===== src/rtl/axi_lite_times_table_slave_if.sv =====
// AXI4-Lite bus bundle for the times-table responder.
// The master modport belongs to whoever issues transactions. The slave modport
// belongs to the responder.
//
// Handshake rule, used on every channel (AW, W, B, AR, R):
// a transfer happens on a rising clk edge where valid && ready are both high.
// Once the source raises valid, it holds the payload stable until that edge.
interface axi_lite_times_table_slave_if #(
  parameter int ADDR_WIDTH = 32,
  parameter int DATA_WIDTH = 32
);
  logic [ADDR_WIDTH-1:0]   awaddr;
  logic                    awvalid;
  logic                    awready;
  logic [DATA_WIDTH-1:0]   wdata;
  logic [DATA_WIDTH/8-1:0] wstrb;
  logic                    wvalid;
  logic                    wready;
  logic [1:0]              bresp;
  logic                    bvalid;
  logic                    bready;
  logic [ADDR_WIDTH-1:0]   araddr;
  logic                    arvalid;
  logic                    arready;
  logic [DATA_WIDTH-1:0]   rdata;
  logic [1:0]              rresp;
  logic                    rvalid;
  logic                    rready;

  modport master (
    output awaddr, awvalid, wdata, wstrb, wvalid, bready, araddr, arvalid, rready,
    input  awready, wready, bresp, bvalid, arready, rdata, rresp, rvalid
  );

  modport slave (
    input  awaddr, awvalid, wdata, wstrb, wvalid, bready, araddr, arvalid, rready,
    output awready, wready, bresp, bvalid, arready, rdata, rresp, rvalid
  );
endinterface


===== src/rtl/axi_lite_times_table_slave.sv =====
// AXI4-Lite responder holding a 64 x 32-bit times table.
// Entry {b,a} holds a*b. After reset the table fills itself, one entry per
// cycle. After that the block serves single-beat reads and byte-strobed writes,
// with one transaction outstanding at a time.
// Any address bit at position 8 or above makes the access out of range. An
// out-of-range access gets SLVERR and does not touch the memory.
module axi_lite_times_table_slave #(
  parameter int ADDR_WIDTH = 32,
  parameter int DATA_WIDTH = 32,
  parameter int INIT_TABLE = 1
) (
  input  logic                        clk,
  input  logic                        rst,
  axi_lite_times_table_slave_if.slave s_axi,
  output logic                        init_done,
  output logic [1:0]                  fsm_state
);

  typedef enum logic [1:0] {
    INIT  = 2'd0,
    IDLE  = 2'd1,
    RDATA = 2'd2,
    WRESP = 2'd3
  } state_t;

  localparam logic [1:0] RESP_OKAY   = 2'b00;
  localparam logic [1:0] RESP_SLVERR = 2'b10;

  state_t                state;
  logic [5:0]            fill_idx;
  logic                  arready_q;
  logic                  rvalid_q;
  logic                  bvalid_q;
  logic [DATA_WIDTH-1:0] rdata_q;
  logic [1:0]            rresp_q;
  logic [1:0]            bresp_q;

  logic [DATA_WIDTH-1:0] mem [64];

  logic [5:0]            rd_idx;
  logic [5:0]            wr_idx;
  logic                  rd_oor;
  logic                  wr_oor;
  logic                  ar_hs;
  logic                  wr_accept;
  logic [5:0]            fill_prod;
  logic [DATA_WIDTH-1:0] fill_word;
  logic                  unused_addr_bits;

  // Byte offset bits never select anything.
  assign unused_addr_bits = ^{s_axi.araddr[1:0], s_axi.awaddr[1:0]};

  assign rd_idx = s_axi.araddr[7:2];
  assign wr_idx = s_axi.awaddr[7:2];
  assign rd_oor = |s_axi.araddr[ADDR_WIDTH-1:8];
  assign wr_oor = |s_axi.awaddr[ADDR_WIDTH-1:8];

  // arready_q is high only in IDLE, so this handshake can only fire there.
  assign ar_hs = arready_q && s_axi.arvalid;

  // AW and W are accepted together, and only when no read is competing.
  // This keeps the two write channels locked to the same cycle.
  assign wr_accept = (state == IDLE) && s_axi.awvalid && s_axi.wvalid && !s_axi.arvalid;

  // The fill value for entry i is a*b, where a = i[2:0] and b = i[5:3].
  assign fill_prod = {3'b000, fill_idx[2:0]} * {3'b000, fill_idx[5:3]};
  assign fill_word = (INIT_TABLE != 0) ? {{(DATA_WIDTH-6){1'b0}}, fill_prod} : '0;

  assign s_axi.arready = arready_q;
  assign s_axi.awready = wr_accept;
  assign s_axi.wready  = wr_accept;
  assign s_axi.rvalid  = rvalid_q;
  assign s_axi.rdata   = rdata_q;
  assign s_axi.rresp   = rresp_q;
  assign s_axi.bvalid  = bvalid_q;
  assign s_axi.bresp   = bresp_q;
  assign fsm_state     = state;

  // Table storage. This block has no reset, because the INIT state refills
  // every entry after each reset.
  always_ff @(posedge clk) begin
    if (state == INIT) begin
      mem[fill_idx] <= fill_word;
    end else if (wr_accept && !wr_oor) begin
      for (int k = 0; k < DATA_WIDTH/8; k++) begin
        if (s_axi.wstrb[k]) begin
          mem[wr_idx][8*k +: 8] <= s_axi.wdata[8*k +: 8];
        end
      end
    end
  end

  // Control FSM: table fill, then arbitration, read response and write response.
  always_ff @(posedge clk or negedge rst) begin
    if (!rst) begin
      state     <= INIT;
      fill_idx  <= '0;
      arready_q <= 1'b0;
      rvalid_q  <= 1'b0;
      bvalid_q  <= 1'b0;
      rdata_q   <= '0;
      rresp_q   <= RESP_OKAY;
      bresp_q   <= RESP_OKAY;
      init_done <= 1'b0;
    end else begin
      case (state)
        INIT: begin
          fill_idx <= fill_idx + 6'd1;
          if (fill_idx == 6'd63) begin
            state     <= IDLE;
            init_done <= 1'b1;
            arready_q <= 1'b1;
          end
        end
        IDLE: begin
          if (ar_hs) begin
            arready_q <= 1'b0;
            rvalid_q  <= 1'b1;
            rdata_q   <= rd_oor ? '0 : mem[rd_idx];
            rresp_q   <= rd_oor ? RESP_SLVERR : RESP_OKAY;
            state     <= RDATA;
          end else if (wr_accept) begin
            arready_q <= 1'b0;
            bvalid_q  <= 1'b1;
            bresp_q   <= wr_oor ? RESP_SLVERR : RESP_OKAY;
            state     <= WRESP;
          end
        end
        RDATA: begin
          if (s_axi.rready) begin
            rvalid_q  <= 1'b0;
            arready_q <= 1'b1;
            state     <= IDLE;
          end
        end
        WRESP: begin
          if (s_axi.bready) begin
            bvalid_q  <= 1'b0;
            arready_q <= 1'b1;
            state     <= IDLE;
          end
        end
        default: state <= INIT;
      endcase
    end
  end

endmodule


===== src/flat_wrapper.sv =====
// flat-port wrapper written by rule: the top's interface ports become plain ports
module axi_lite_times_table_slave_flat 
#(
  parameter int ADDR_WIDTH = 32,
  parameter int DATA_WIDTH = 32,
  parameter int INIT_TABLE = 1
)
  (clk, rst, init_done, fsm_state, s_axi_awaddr, s_axi_awvalid, s_axi_wdata, s_axi_wstrb, s_axi_wvalid, s_axi_bready, s_axi_araddr, s_axi_arvalid, s_axi_rready, s_axi_awready, s_axi_wready, s_axi_bresp, s_axi_bvalid, s_axi_arready, s_axi_rdata, s_axi_rresp, s_axi_rvalid);
  axi_lite_times_table_slave_if #(.ADDR_WIDTH(ADDR_WIDTH), .DATA_WIDTH(DATA_WIDTH)) s_axi_i ();
  input  logic clk;
  input  logic rst;
  output logic init_done;
  output logic [1:0] fsm_state;
  input wire logic [$bits(s_axi_i.awaddr)-1:0] s_axi_awaddr;
  input wire logic [$bits(s_axi_i.awvalid)-1:0] s_axi_awvalid;
  input wire logic [$bits(s_axi_i.wdata)-1:0] s_axi_wdata;
  input wire logic [$bits(s_axi_i.wstrb)-1:0] s_axi_wstrb;
  input wire logic [$bits(s_axi_i.wvalid)-1:0] s_axi_wvalid;
  input wire logic [$bits(s_axi_i.bready)-1:0] s_axi_bready;
  input wire logic [$bits(s_axi_i.araddr)-1:0] s_axi_araddr;
  input wire logic [$bits(s_axi_i.arvalid)-1:0] s_axi_arvalid;
  input wire logic [$bits(s_axi_i.rready)-1:0] s_axi_rready;
  output wire logic [$bits(s_axi_i.awready)-1:0] s_axi_awready;
  output wire logic [$bits(s_axi_i.wready)-1:0] s_axi_wready;
  output wire logic [$bits(s_axi_i.bresp)-1:0] s_axi_bresp;
  output wire logic [$bits(s_axi_i.bvalid)-1:0] s_axi_bvalid;
  output wire logic [$bits(s_axi_i.arready)-1:0] s_axi_arready;
  output wire logic [$bits(s_axi_i.rdata)-1:0] s_axi_rdata;
  output wire logic [$bits(s_axi_i.rresp)-1:0] s_axi_rresp;
  output wire logic [$bits(s_axi_i.rvalid)-1:0] s_axi_rvalid;
  assign s_axi_i.awaddr = s_axi_awaddr;
  assign s_axi_i.awvalid = s_axi_awvalid;
  assign s_axi_i.wdata = s_axi_wdata;
  assign s_axi_i.wstrb = s_axi_wstrb;
  assign s_axi_i.wvalid = s_axi_wvalid;
  assign s_axi_i.bready = s_axi_bready;
  assign s_axi_i.araddr = s_axi_araddr;
  assign s_axi_i.arvalid = s_axi_arvalid;
  assign s_axi_i.rready = s_axi_rready;
  assign s_axi_awready = s_axi_i.awready;
  assign s_axi_wready = s_axi_i.wready;
  assign s_axi_bresp = s_axi_i.bresp;
  assign s_axi_bvalid = s_axi_i.bvalid;
  assign s_axi_arready = s_axi_i.arready;
  assign s_axi_rdata = s_axi_i.rdata;
  assign s_axi_rresp = s_axi_i.rresp;
  assign s_axi_rvalid = s_axi_i.rvalid;
  axi_lite_times_table_slave #(.ADDR_WIDTH(ADDR_WIDTH), .DATA_WIDTH(DATA_WIDTH), .INIT_TABLE(INIT_TABLE)) u_core (.clk(clk), .rst(rst), .s_axi(s_axi_i), .init_done(init_done), .fsm_state(fsm_state));
endmodule

===== config.mk =====
export PLATFORM = sky130hd
export DESIGN_NAME = axi_lite_times_table_slave_flat
export DESIGN_NICKNAME = d
export VERILOG_FILES = /design/src/rtl/axi_lite_times_table_slave_if.sv /design/src/rtl/axi_lite_times_table_slave.sv /design/src/flat_wrapper.sv
export SDC_FILE = /design/constraint.sdc
export NUM_CORES = 2
export LEC_CHECK = 0
export ABC_AREA = 1
export BUFFER_PORTS_ARGS = -buffer_cell sky130_fd_sc_hd__buf_4
export CORE_MARGIN = 1.5
export CORE_UTILIZATION = 45
export CTS_BUF_LIST = sky130_fd_sc_hd__clkbuf_16
export CTS_CLUSTER_SIZE = 25
export DETAILED_ROUTE_END_ITERATION = 16
export PLACE_DENSITY = 0.63
export SLEW_MARGIN = 40
export SYNTH_ARGS = -nofsm -noshare
export SYNTH_HDL_FRONTEND = slang
export SYNTH_SLANG_ARGS = --single-unit

===== constraint.sdc =====
create_clock -name clk -period 5.15 [get_ports clk]
set_input_delay 0.2575 -clock clk [delete_from_list [all_inputs] [get_ports clk]]
set_output_delay 0.2575 -clock clk [all_outputs]
set_load 0.03 [all_outputs]

After elaboration in Yosys (flattened, before gate mapping). Memories as Yosys holds them, arrays and structs flattened. Index checks and enable logic that the tools add are counted.

$add $sub $neg: 1. Multiply operators: 1. Eq/ne operators: 11. Multiplexer cells: 43. Bitwise logic cells: 1. Reduce and logical (&&, ||, !) cells: 19.

Operators by type and width (count): 32-bit 2-to-1 mux (2); 24-bit OR reduction (2); 32-bit OR reduction (1); 1-bit 2-to-1 mux (28); 2-bit 2-to-1 mux (7); 2-bit != test (second input constant) (4); 2-bit case mux with 4 select lines (1); 4-bit AND reduction (2); 6-bit by 1-bit adder with 6-bit output (second input constant) (1); 6-bit == test (second input constant) (1); 3-bit by 3-bit multiplier with 6-bit output (1); 6-bit 2-to-1 mux (1); 3-bit AND reduction (2); 1-bit logical AND (5); 2-bit == test (second input constant) (2); 4-bit 2-to-1 mux (1); 2-bit by 1-bit != test with 1-bit output (second input constant) (2); 1-bit case mux with 2 select lines (2); 1-bit case mux with 4 select lines (1); 2-bit AND reduction (2); 2-bit nonzero test (2); 3-bit by 1-bit != test with 1-bit output (second input constant) (1); 2-bit by 1-bit == test with 1-bit output (second input constant) (1); 1-bit zero test (2); 2 further kinds (2).

Register bits after elaboration: 48. RAM bits: 2048. Input port bits: 107. Output and inout bits: 44. Memories kept: 1.

Memory list: u_core.mem (words 64, bits a word 32, read ports 1, clocked after memory_dff 0, wr ports 1, RTL line axi_lite_times_table_slave.sv:38) `logic [DATA_WIDTH-1:0] mem [64];`.

Depth between registers and ports, before layout.
Depth after elaboration: 10. Gate-level depth with buffers: 16. Gate-level depth less buffers: 14.

Worst setup path before layout. Ideal clock, no wire load.

Kind: reg-to-reg. From: reg u_core.fill_idx[5]. To: mem u_core.mem[0][3], data pin. Data arrival time: 4.337 ns. Data required time: 4.448 ns. Slack: 0.111 ns. Cell stages (with the launch flop): 9. Cell sequence: dfrtp_1 > clkbuf_1 > nand2_1 > fa_1 > inv_1 > ha_1 > inv_1 > fa_1 > o21ai_0.

Cells in the longest elaborated chain, start to end: 2.

RTL lines: start: declaration (RTL line axi_lite_times_table_slave.sv:30) `logic [5:0] fill_idx;`; start signal: assignment (RTL line axi_lite_times_table_slave.sv:108) `fill_idx <= fill_idx + 6'd1;`; 3-bit by 3-bit multiplier with 6-bit output (RTL line axi_lite_times_table_slave.sv:66) `assign fill_prod = {3'b000, fill_idx[2:0]} * {3'b000, fill_idx[5:3]};`; 32-bit 2-to-1 mux (no line); end: declaration (RTL line axi_lite_times_table_slave.sv:38).

No other way between the ends.

Worst setup path in the final report.
From: in s_axi_awaddr[12]. To: mem u_core.mem[8][7], enable pin.

Cells in the longest elaborated chain, start to end: 8. Elaborated cells between the ends (all ways): 18.

RTL lines: start: declaration (RTL line flat_wrapper.sv:14) `input wire logic [$bits(s_axi_i.awaddr)-1:0] s_axi_awaddr;`; 24-bit OR reduction * (RTL line axi_lite_times_table_slave.sv:56) `assign wr_oor = |s_axi.awaddr[ADDR_WIDTH-1:8];`; 1-bit zero test * (RTL line axi_lite_times_table_slave.sv:84) `end else if (wr_accept && !wr_oor) begin`; 1-bit logical AND * (RTL line axi_lite_times_table_slave.sv:84); 1-bit 2-to-1 mux (RTL line axi_lite_times_table_slave.sv:84); 1-bit 2-to-1 mux (RTL line axi_lite_times_table_slave.sv:82) `if (state == INIT) begin`; 1-bit 2-to-1 mux (not written as such) (RTL line axi_lite_times_table_slave.sv:87) `mem[wr_idx][8*k +: 8] <= s_axi.wdata[8*k +: 8];`; 32-bit OR reduction (no line); 6-bit 2-to-1 mux (no line) / 4-bit 2-to-1 mux (equally long branches).

Every way passes the cells marked *; elsewhere a longest branch is shown, timed or not.

==> metrics.md <==
| Metric | Value |
|---|---|
| CORE AREA | `around 190000 um2` |
| Root Driver | `clkbuf_16` |
| Initial antenna violation count | `2` |
| Crit path capture type | `register` |
| Leading cell types in the layout, fill and taps excluded | `2048 x edfxtp_1, 1289 x nor2_1, 1148 x nand2_1` |
| Clk pwr share | `around two fifths` |
| Largest area contributor in the netlist | `edfxtp_1` |
| Gpl congestion | `0.908` |
| Crit-path slowest cell | `nor2_1` |
| Critical path's most frequent cell | `nand2_1` |
| Reg clk slew, reported paths | `~0.060 ns` |
| Crit path max fanout | `13` |
| Psw | `around 9 mW` |
| Post-Route Utilization | `51.6%` |
| Vias in the first global route | `53506` |
| Syn Inst Count | `~7000` |
| Total Routing Usage GR | `24.9%` |
| Combinational Power Share | `9.2%` |
| Initial Util | `roughly 45%` |
| DR vias | `55750` |
| Status | `finished, final reports clean` |
| DP HPWL | `between 100000 and 150000 um` |
| Worst skew pair latency | `0.84 ns` |
| RSZ-0062 raised after global routing | `true` |
| CP Launch Type | `input pin` |
| Clock skew | `~0.031 ns` |
| Starting DRT DRC Count | `approximately 6200` |
| Slew @ Worst Pin | `~0.99 ns` |
| WL/cell | `about 25 um` |
| Global-route wire length before repair | `between 300000 and 400000 um` |
| Yosys cell types | `37` |
| DRT met1 WL | `about 95000 um` |
| Final min period | `5.11 ns` |
| Max cap viols | `0` |
| Share of post-route cells with drive strength above 1 | `10.4%` |
| Mapped Area | `around 84000 um2` |
| Drt pass-1 iters | `8` |
| Syn avg cell area | `roughly 12 um2` |
| Top delay family on crit path | `simple AND/OR/NAND/NOR gates` |
| Die width | `436 um` |
| Int Pwr | `between 20 and 30 mW` |
| Fin worst setup slack | `slightly above 0.04 ns` |
| Met3 WL | `about 22000 um` |
| Final setup vio count | `0` |
| CP Cell Sequence | `dlygate4sd3_1 -> buf_4 -> nor2_1 -> dlygate4sd3_1 -> nand2_1 -> dlygate4sd3_1 -> nor2_1 -> nand2_1 -> nor2_4 -> o21ai_2 -> nand2_2 -> clkinv_2 -> nand2_1 -> nand2_4 -> nor2_2 -> nand2_1 -> nor2_1` |
| VDD IR-drop max | `between 300 and 400 uV` |
| Largest net degree at the start of global routing | `214` |
| Hold crit path type | `input pin to async pin` |
| Design Area, Final | `between 90000 and 100000 um2` |
| Inserted Clock Buffers | `202` |
| Tot Pwr | `roughly 37 mW` |
| Max stage delay on crit path | `~0.9 ns` |
| CTS tree | `yes` |
| Fin nets | `approximately 7200` |
| Die area | `roughly 190000 um2` |
| Leading post-synthesis cells by cell area | `edfxtp_1 73%, o21ai_0 6.2%, nor2_1 6.0%, nand2_1 5.1%, o22ai_1 3.2%` |
| Post-synth top area share | `72.9%` |
| Metal2 WL | `between 100000 and 150000 um` |
| Final WL | `~240000 um` |
| Top sig layer | `met5` |
| Post-DP Area | `roughly 89000 um2` |
| Num ports | `~150` |
| Slew margin rel. | `between 30% and 40%` |
| FF+latch count, synth | `between 2000 and 2500` |
| Area Growth Syn to Fin | `13.8%` |
| Max Freq | `196 MHz` |
| H-tree depth | `4` |
| Avg Vias per Cell | `approximately 5.7` |
| Leak | `35.6 nW` |
| Sw frac | `around a quarter` |
| Remaining global-route overflow | `0` |
| Most common cell after layout, fill and taps aside | `edfxtp_1` |
| Slew Viols, Final | `0` |
| Antenna Violating Nets Remaining | `0` |
| Seq/Total Area, Yosys | `roughly three quarters` |
| Final period util | `between 90% and 100%` |
| I/O Buffers | `roughly 140` |
| Row Count | `158` |
| Kind of critical path | `input pin to register` |
| Filler cells | `15821` |
| Worst path bufs/invs | `5` |
| CTS Buffer Depth | `3` |
| DRC violation count after routing | `0` |
| Overall die height | `between 400 and 500 um` |
| Yosys warning count | `0` |
| Pwr per Cell Area | `387 nW/um2` |
| Sequential share of power | `around half` |
| Worst EP arrival | `between 5 and 6 ns` |
| Worst slack, placed | `0.639 ns` |
| Endpoints failing hold | `0` |
| CTS Sinks | `2094` |
| Critical Path RT | `between 5 and 6 ns` |
worst reg2reg max path, delay by kind of cell, from the launching register on:
family	cells	cell delay, ns
buffers and inverters	2	0.37
flip-flops	1	0.46
AO/OA/AOI/OAI	1	0.18
AND/OR/NAND/NOR	10	3.19
path summary, 6_finish.rpt:
kind / endpoint / startpoint / cells past startpoint / slack [ns]
max in group asynchronous: u_core.s_axi.rdata[21] / rst / 2 / 4.61
worst min-delay path: u_core.s_axi.rdata[3] / rst / 2 / 0.04
worst max register to register: u_core.mem[8][7] / u_core.fsm_state[1] / 13 / 0.55
min in group clk: u_core.mem[54][21] / s_axi_wdata[21] / 3 / 0.04
worst min register to register: u_core.s_axi.rdata[9] / u_core.s_axi.rdata[9] / 2 / 0.49
worst max-delay path: u_core.mem[8][7] / s_axi_awaddr[12] / 17 / 0.04
metal layers:
metal / GRT usage (%) / up-vias
li1: - / 25300
met1: 32.5 / 27439
met2: 39.1 / 2536
met3: 6.43 / 469
met4: 11.4 / 6
met5: 0.403 / -
area by class of cell:
cell class / count / area, um2 / area share (%)
timing repair buffer: 380 / 3430 / 3.57
clock buffer: 204 / 5100 / 5.32
antenna: 3 / 7.51 / 0.00782
inverter: 58 / 263 / 0.274
sequential: 2094 / 62700 / 65.3
tap: 2480 / 3100 / 3.23
clock inverter: 169 / 1460 / 1.52
multi-input combinational: 4325 / 20000 / 20.8
metrics by stage:
step           hold slack, ns  TNS (ns)  std cells
2_1_floorplan         -0.0381         0       6958
3_3_place_gp            0.356         0       9303
3_5_place_dp            0.366         0       9304
4_1_cts                0.0157         0       9703
5_1_grt                0.0385    -0.944       9710
6_report               0.0364         0       9713
state kept, by name, indices dropped and copies added (netlist names), 2 cells and up:
name	count
u_core.fill_idx	6
u_core.fsm_state	2
u_core.mem	2048
u_core.s_axi.rdata	32
cells in the mapped netlist (all sizes together):
master and number:
nand2 1157, o211ai 3, buf 74, o31ai 1, ha 6, a31oi 1
nor3 2, or2 1, nor2 1369, o21ai 1052, xnor2 3, conb 1
a211o 1, xor2 2, a21oi 11, nand4 1, inv 56, fa 2
clkbuf 407, o221ai 83, o22ai 425, nand3 193, a31o 1, dfrtp 46
clkinv 2, nor4 9, edfxtp 2048
repair_timing:
item | 4_1_cts | 5_1_grt
setup buffers | 0 | 0
resized for setup | 0 | 22
endpoints found under the setup margin | 0 | 155
hold buffers | 26 | 0
hold endpoints to repair | 201 | 0
power by group through the flow:
stage / Sequential [mW] / Clock (mW) / Combinational, mW
floorplan: 19.4 / 0 / 1.89
global placement: 19.4 / 0 / 3.24
detailed placement: 19.4 / 0 / 3.30
CTS: 19.0 / 14.9 / 3.32
global route: 19.0 / 15.5 / 3.65
finish: 19.0 / 14.7 / 3.42
cell families after synthesis:
family,synth area share (%)
compound gates,10.4
xor+xnor,0.0519
fa+ha+maj,0.137
buf+inv,2.47
flops,74.3
other cells,0.00445
simple gates,12.6
No activity file was read; power rests on OpenSTA's default activity.
